==> config.mk <==
export PLATFORM = sky130hd
export DESIGN_NAME = wm_sat_ramp
export DESIGN_NICKNAME = d
export VERILOG_FILES = /design/src/rtl/wm_sat_ramp.sv
export SDC_FILE = /design/constraint.sdc
export NUM_CORES = 1
export LEC_CHECK = 0
export BUFFER_PORTS_ARGS = -buffer_cell sky130_fd_sc_hd__buf_2
export CAP_MARGIN = 20
export CORE_UTILIZATION = 50
export CTS_CLUSTER_DIAMETER = 30
export DETAILED_ROUTE_END_ITERATION = 8
export PLACE_DENSITY = 0.78
export RECOVER_POWER = 100
export SETUP_SLACK_MARGIN = 0.02
export SLEW_MARGIN = 20
export SYNTH_ARGS = -nofsm -noshare
export SYNTH_HDL_FRONTEND = slang
export SYNTH_SLANG_ARGS = --single-unit
==> constraint.sdc <==
create_clock -name clk -period 3.02 [get_ports clk]
set_input_delay 0.453 -clock clk [delete_from_list [all_inputs] [get_ports clk]]
set_output_delay 0.453 -clock clk [all_outputs]
set_load 0.01 [all_outputs]
==> src/rtl/wm_sat_ramp.sv <==
// Saturating step-toward-target accumulator: moves value toward target by at
// most STEP per enabled cycle and lands exactly on target, never overshooting.
module wm_sat_ramp #(
  parameter int WIDTH = 10,
  parameter int STEP  = 8
) (
  input  logic             clk,
  input  logic             reset,
  input  logic             en,
  input  logic [WIDTH-1:0] target,
  output logic [WIDTH-1:0] value
);

  logic [WIDTH-1:0] gap;
  logic [WIDTH-1:0] value_next;

  // NOTE: every signal written in always_comb gets a default first, so no latch is inferred.
  always_comb begin
    value_next = value;
    gap        = (value < target) ? (target - value) : (value - target);
    if (gap <= WIDTH'(STEP)) begin
      value_next = target;
    end else if (value < target) begin
      value_next = value + WIDTH'(STEP);
    end else begin
      value_next = value - WIDTH'(STEP);
    end
  end

  // NOTE: sequential state uses non-blocking assignments so all flops update together.
  always_ff @(posedge clk) begin
    if (reset) begin
      value <= '0;
    end else if (en) begin
      value <= value_next;
    end
  end

endmodule

Yosys cells after proc, flatten, opt, wreduce, memory -nomap -nowiden

Cells that the tools add are included.

Register bits after elaboration: 10
Input bits: 13

Add/subtract/negate cells: 4
$lt $le $gt $ge: 2
Muxes and demuxes: 3

Operators with widths:

| operator                                                                           | count |
|---|---|
| 10-bit two-way mux                                                                 | 3 |
| 10-bit subtractor                                                                  | 2 |
| 10-bit by 4-bit adder with 10-bit output (second input constant)                   | 1 |
| 10-bit by 4-bit less-or-equal comparator with 1-bit output (second input constant) | 1 |
| 10-bit less-than comparator                                                        | 1 |
| 10-bit by 4-bit subtractor with 10-bit output (second input constant)              | 1 |

Depth between registers and ports, before layout

Word-level depth: 4
Mapped depth: 16
Gate-level depth less buffers: 15

Worst setup path before layout

OpenSTA, ideal clock, no wires.

Kind: reg2reg
Start point: register value[3]
End point: register value[9]
Library setup time: 134 ps
Data arrival time: 3204 ps
Setup slack: -318 ps
Stages on the path, launching flop included: 17
Buffers on the path: 1
Period minus slack after synthesis: 3338 ps
Cells stage by stage: dfxtp_1 inv_1 ha_1 buf_6 a21oi_2 o21ai_2 a211oi_4 inv_2 fa_1 a21o_1 a21oi_1 o21bai_1 a21oi_1 xnor2_1 and3_1 o22ai_1 o311ai_2

Word-level cells in the longest chain between the ends: 4
Elaborated cells on any way between the ends: 9

Ends and longest elaborated chain:

| what                                                             | line   | source |
|---|---|---|
| start, declared                                                  | 11     | `output logic [WIDTH-1:0] value` |
| start signal, assigned                                           | 35     | `value <= value_next;` |
| 10-bit subtractor or 10-bit less-than comparator (tied branches) | 20, 23 |  |
| 10-bit two-way mux                                               | 20     | `gap = (value < target) ? (target - value) : (value - target);` |
| 10-bit by 4-bit less-or-equal comparator with 1-bit output       | 21     | `if (gap <= WIDTH'(STEP)) begin` |
| 10-bit two-way mux *                                             | 21     |  |

Every way passes the cells marked *; elsewhere a longest branch is shown, timed or not.
A chain may end at the register's enable or synchronous reset.

Final worst setup path

Start point: register value[5]
End point: register value[9]

Same word-level chain as after synthesis.

==> impl_results.md <==
- Smallest hold slack: 0.462 ns
- Slew HR: between 70% and 80%
- Die width: around 60 µm
- Gate Count Post-Synth: roughly 210
- Total Power: 1.47 mW
- Critical Path End: value[9]
- Avg Cell Area, Syn: ~8 µm²
- Slowest cell on crit path: dfxtp_4
- Total CTS buffers: 3
- Worst-skew pair later-pin latency: roughly 0.29 ns
- Hold Path Class: primary input to flip-flop
- # DRC: 0
- Status: complete, but fails checks
- R2R Path End: value[9]
- Max reg flops: 10
- Post-route minimum period: between 3 and 4 ns
- Crit path kind: flip-flop to flip-flop
- Initial drt markers: about 290
- Post-synth EDFFs: 0
- Placement Setup Slack: -0.337 ns
- Max-slew violations: 0
- Vias per inst: 6.35
- Max Cap Viol: 0
- Worst Skew: roughly 0.0036 ns
- Asr flop ratio synth: 0%
- Antenna cells: 0
- Reg with most FFs: value
- Routed len/inst: ~22 µm
- Top_reg_cell synth: dfxtp_1
- Pwr Density: around 590 mW/mm²
- Crit. End Element: flip-flop
- Slew @ Worst Pin: approximately 0.44 ns
- Core area: 0.00313 mm²
- Period utilization: 110%
- Nets: between 300 and 400
- Number of fill cells: approximately 170
- CP startpoint: value[5]
- H-tree depth: 1
- Global-route wire length before repair: 9200 µm
- # setup viols final: 2
- Hold Crit Start: reset
- Clock root buffer master: clkbuf_4
- Critical path launch point type: flip-flop
- Critical Path RT: approximately 3.2 ns
- # clock sinks: 10
- Top Ports: 23
- Initial core utilization: between 50% and 60%
- DP Wirelength: 3850 µm
- DRT Wirelength: slightly above 7000 µm
- Clock transition at the registers of the reported paths: ~0.08 ns
- Worst path arrival time: ~3.5 ns
- Die area: ~0.0036 mm²
- Synth unique cells: 48
- Failing checks: setup timing
- Worst VDD drop: between 0.4 and 0.5 mV
- Share of cells above drive strength 1: about half
- Worst path cell trace: inv_1, ha_4, nand4_4, nor2_2, a211oi_4, inv_4, fa_2, a21o_1, a21oi_2, o21bai_1, a21oi_1, xnor2_1, and3_1, o22ai_2, o311ai_2
- Yosys top cell area share: roughly 18%
- Final worst slack: -0.296 ns
- Register area share after synthesis: 11.8%
- Drt pass-1 iters: 5
- Critical Path Fanout Max: 5
- Die height: between 60 and 70 µm
- Top cells by area, synth: ha_1, dfxtp_1, inv_1
- GRT Total Usage: between 30% and 40%
- Vias in the first global route: between 1500 and 2000
- Routability cong.: approximately 0.89
- Initial antenna violation count: 0
- Final Hold Violating Endpoints: 0
- Post-Syn Nets: roughly 250
- Max stage delay on crit path: approximately 0.39 ns
- Fmax: around 300 MHz
- Clock Tree Buf Depth: 2
- FF-to-FF path depth: 15
- Warnings from Yosys: 0
- Pleak: around 1.2 nW
- Top flop regs: value x10
- Area grow syn2layout: 47.9%
- Core Rows: 20
- Final setup TNS: -0.338 ns
- Port bufs: 22
- Grt ovf: 0
- Reg2Reg Launch Point: value[5]
- RSZ-0062 raised after global routing: true
- Synthesized area: 0.00169 mm²
- Detailed-route via count: 2078
- Largest net degree at the start of global routing: 16
- Final ANT Viol Nets: 0
- #FFs+latches synth: 10
- CTS tree: yes
- Synth area leader: ha_1
- Setup slack, reg-to-reg: -0.30 ns
-- metrics by stage --
stage	area [µm²]	utilization, %	std cells
after CTS	2360	75.4	322
after global routing	2500	80.0	327
after floorplan	1790	-	209
after global placement	2180	69.8	306
after detailed placement	2180	69.8	306
final	2500	80.0	327
-- worst min-delay path by stage --
stage,end,slack (ns),depth (start not counted)
finish,value[9],0.46,2
global route,value[9],0.49,2
CTS,value[5],0.45,2
detailed placement,value[2],0.48,2
global placement,value[2],0.47,2
floorplan,value[2],0.47,2
-- synthesized netlist by cell type (2+ instances only) --
master	n
mux2i_1	8
a21oi_2	2
nand3_1	2
a211oi_1	3
o21bai_1	2
a21o_1	5
o21ai_2	2
or2_1	2
nand3b_1	2
a211oi_2	3
and3_1	3
nor2b_1	4
xor2_1	4
nor2_1	5
fa_1	3
inv_1	27
a311oi_2	3
nor4_1	6
xnor2_1	6
nor3_1	2
clkbuf_1	4
buf_6	5
a21oi_1	16
a31oi_1	2
a221o_1	2
dfxtp_1	10
o311ai_2	2
ha_1	24
nand2_1	21
o21ai_0	11
-- placed cells by master, fill, tap and decap left out, drive strengths merged --
cell type,count
dfxtp,10
xor2,4
and3,3
buf,80
nand2,21
a21oi,18
a211oi,7
nor2,6
nor3b,1
o2111ai,3
fa,3
o21bai,2
o21ai,14
xnor2,6
a22oi,1
a22o,1
nor4,6
clkbuf,4
a31oi,2
nand3b,2
or2,2
inv,28
o21a,1
ha,24
nand3,2
mux2i,8
o22ai,1
a21o,5
nand4,2
or3,1
a311oi,4
a221o,2
nor2b,4
nor3,3
o311ai,2
-- worst max-delay path, delay by kind of cell, from the launching register on --
family / cells / cell delay, ns
xor gates and xnor gates: 1 / 0.15
buffers and inverters: 2 / 0.18
AOI/OAI and AO/OA: 7 / 1.42
adders and majority gates: 2 / 0.62
DFF: 1 / 0.39
and+or+nand+nor: 3 / 0.40
-- final cells by class --
| type | count | area, µm² | share of cell area [%] |
|---|---|---|---|
| multi-input combinational | 161 | 1540 | 61.4 |
| timing repair buffer | 80 | 553 | 22.1 |
| inverter | 28 | 108 | 4.30 |
| sequential | 10 | 223 | 8.90 |
| tap | 44 | 55.1 | 2.20 |
| clock buffer | 4 | 26.3 | 1.05 |
-- power breakdown --
part / internal (mW) / switching, mW
Clock: 0.0515 / 0.0646
Sequential: 0.161 / 0.0318
Combinational: 0.543 / 0.622
-- routing by layer --
metal	GRT usage [%]	up-vias	routed length, µm
li1	-	891	-
met1	42.0	976	2670
met2	59.8	161	3330
met3	4.11	50	661
met4	15.9	0	378
met5	0	-	0
-- cell families (layout without fill, tap and decap cells) --
kind of cell	count (synthesis)	in the layout	synth area share (%)
XOR/XNOR	10	10	5.18
multiplexers	8	8	4.73
AND/OR/NAND/NOR	53	53	16.3
flip-flops	10	10	11.8
buffers and inverters	38	112	10.7
AO/OA/AOI/OAI	63	63	30.0
adder cells (fa/ha/maj)	27	27	21.3
-- timing repair --
action,CTS,global route
gates resized for setup,12,22
buffers inserted,12,6
pin swaps,13,13
hold buffers,0,0
endpoints found under the setup margin,1,10
hold endpoints to repair,0,0
Power figures use the tool's default switching activity.
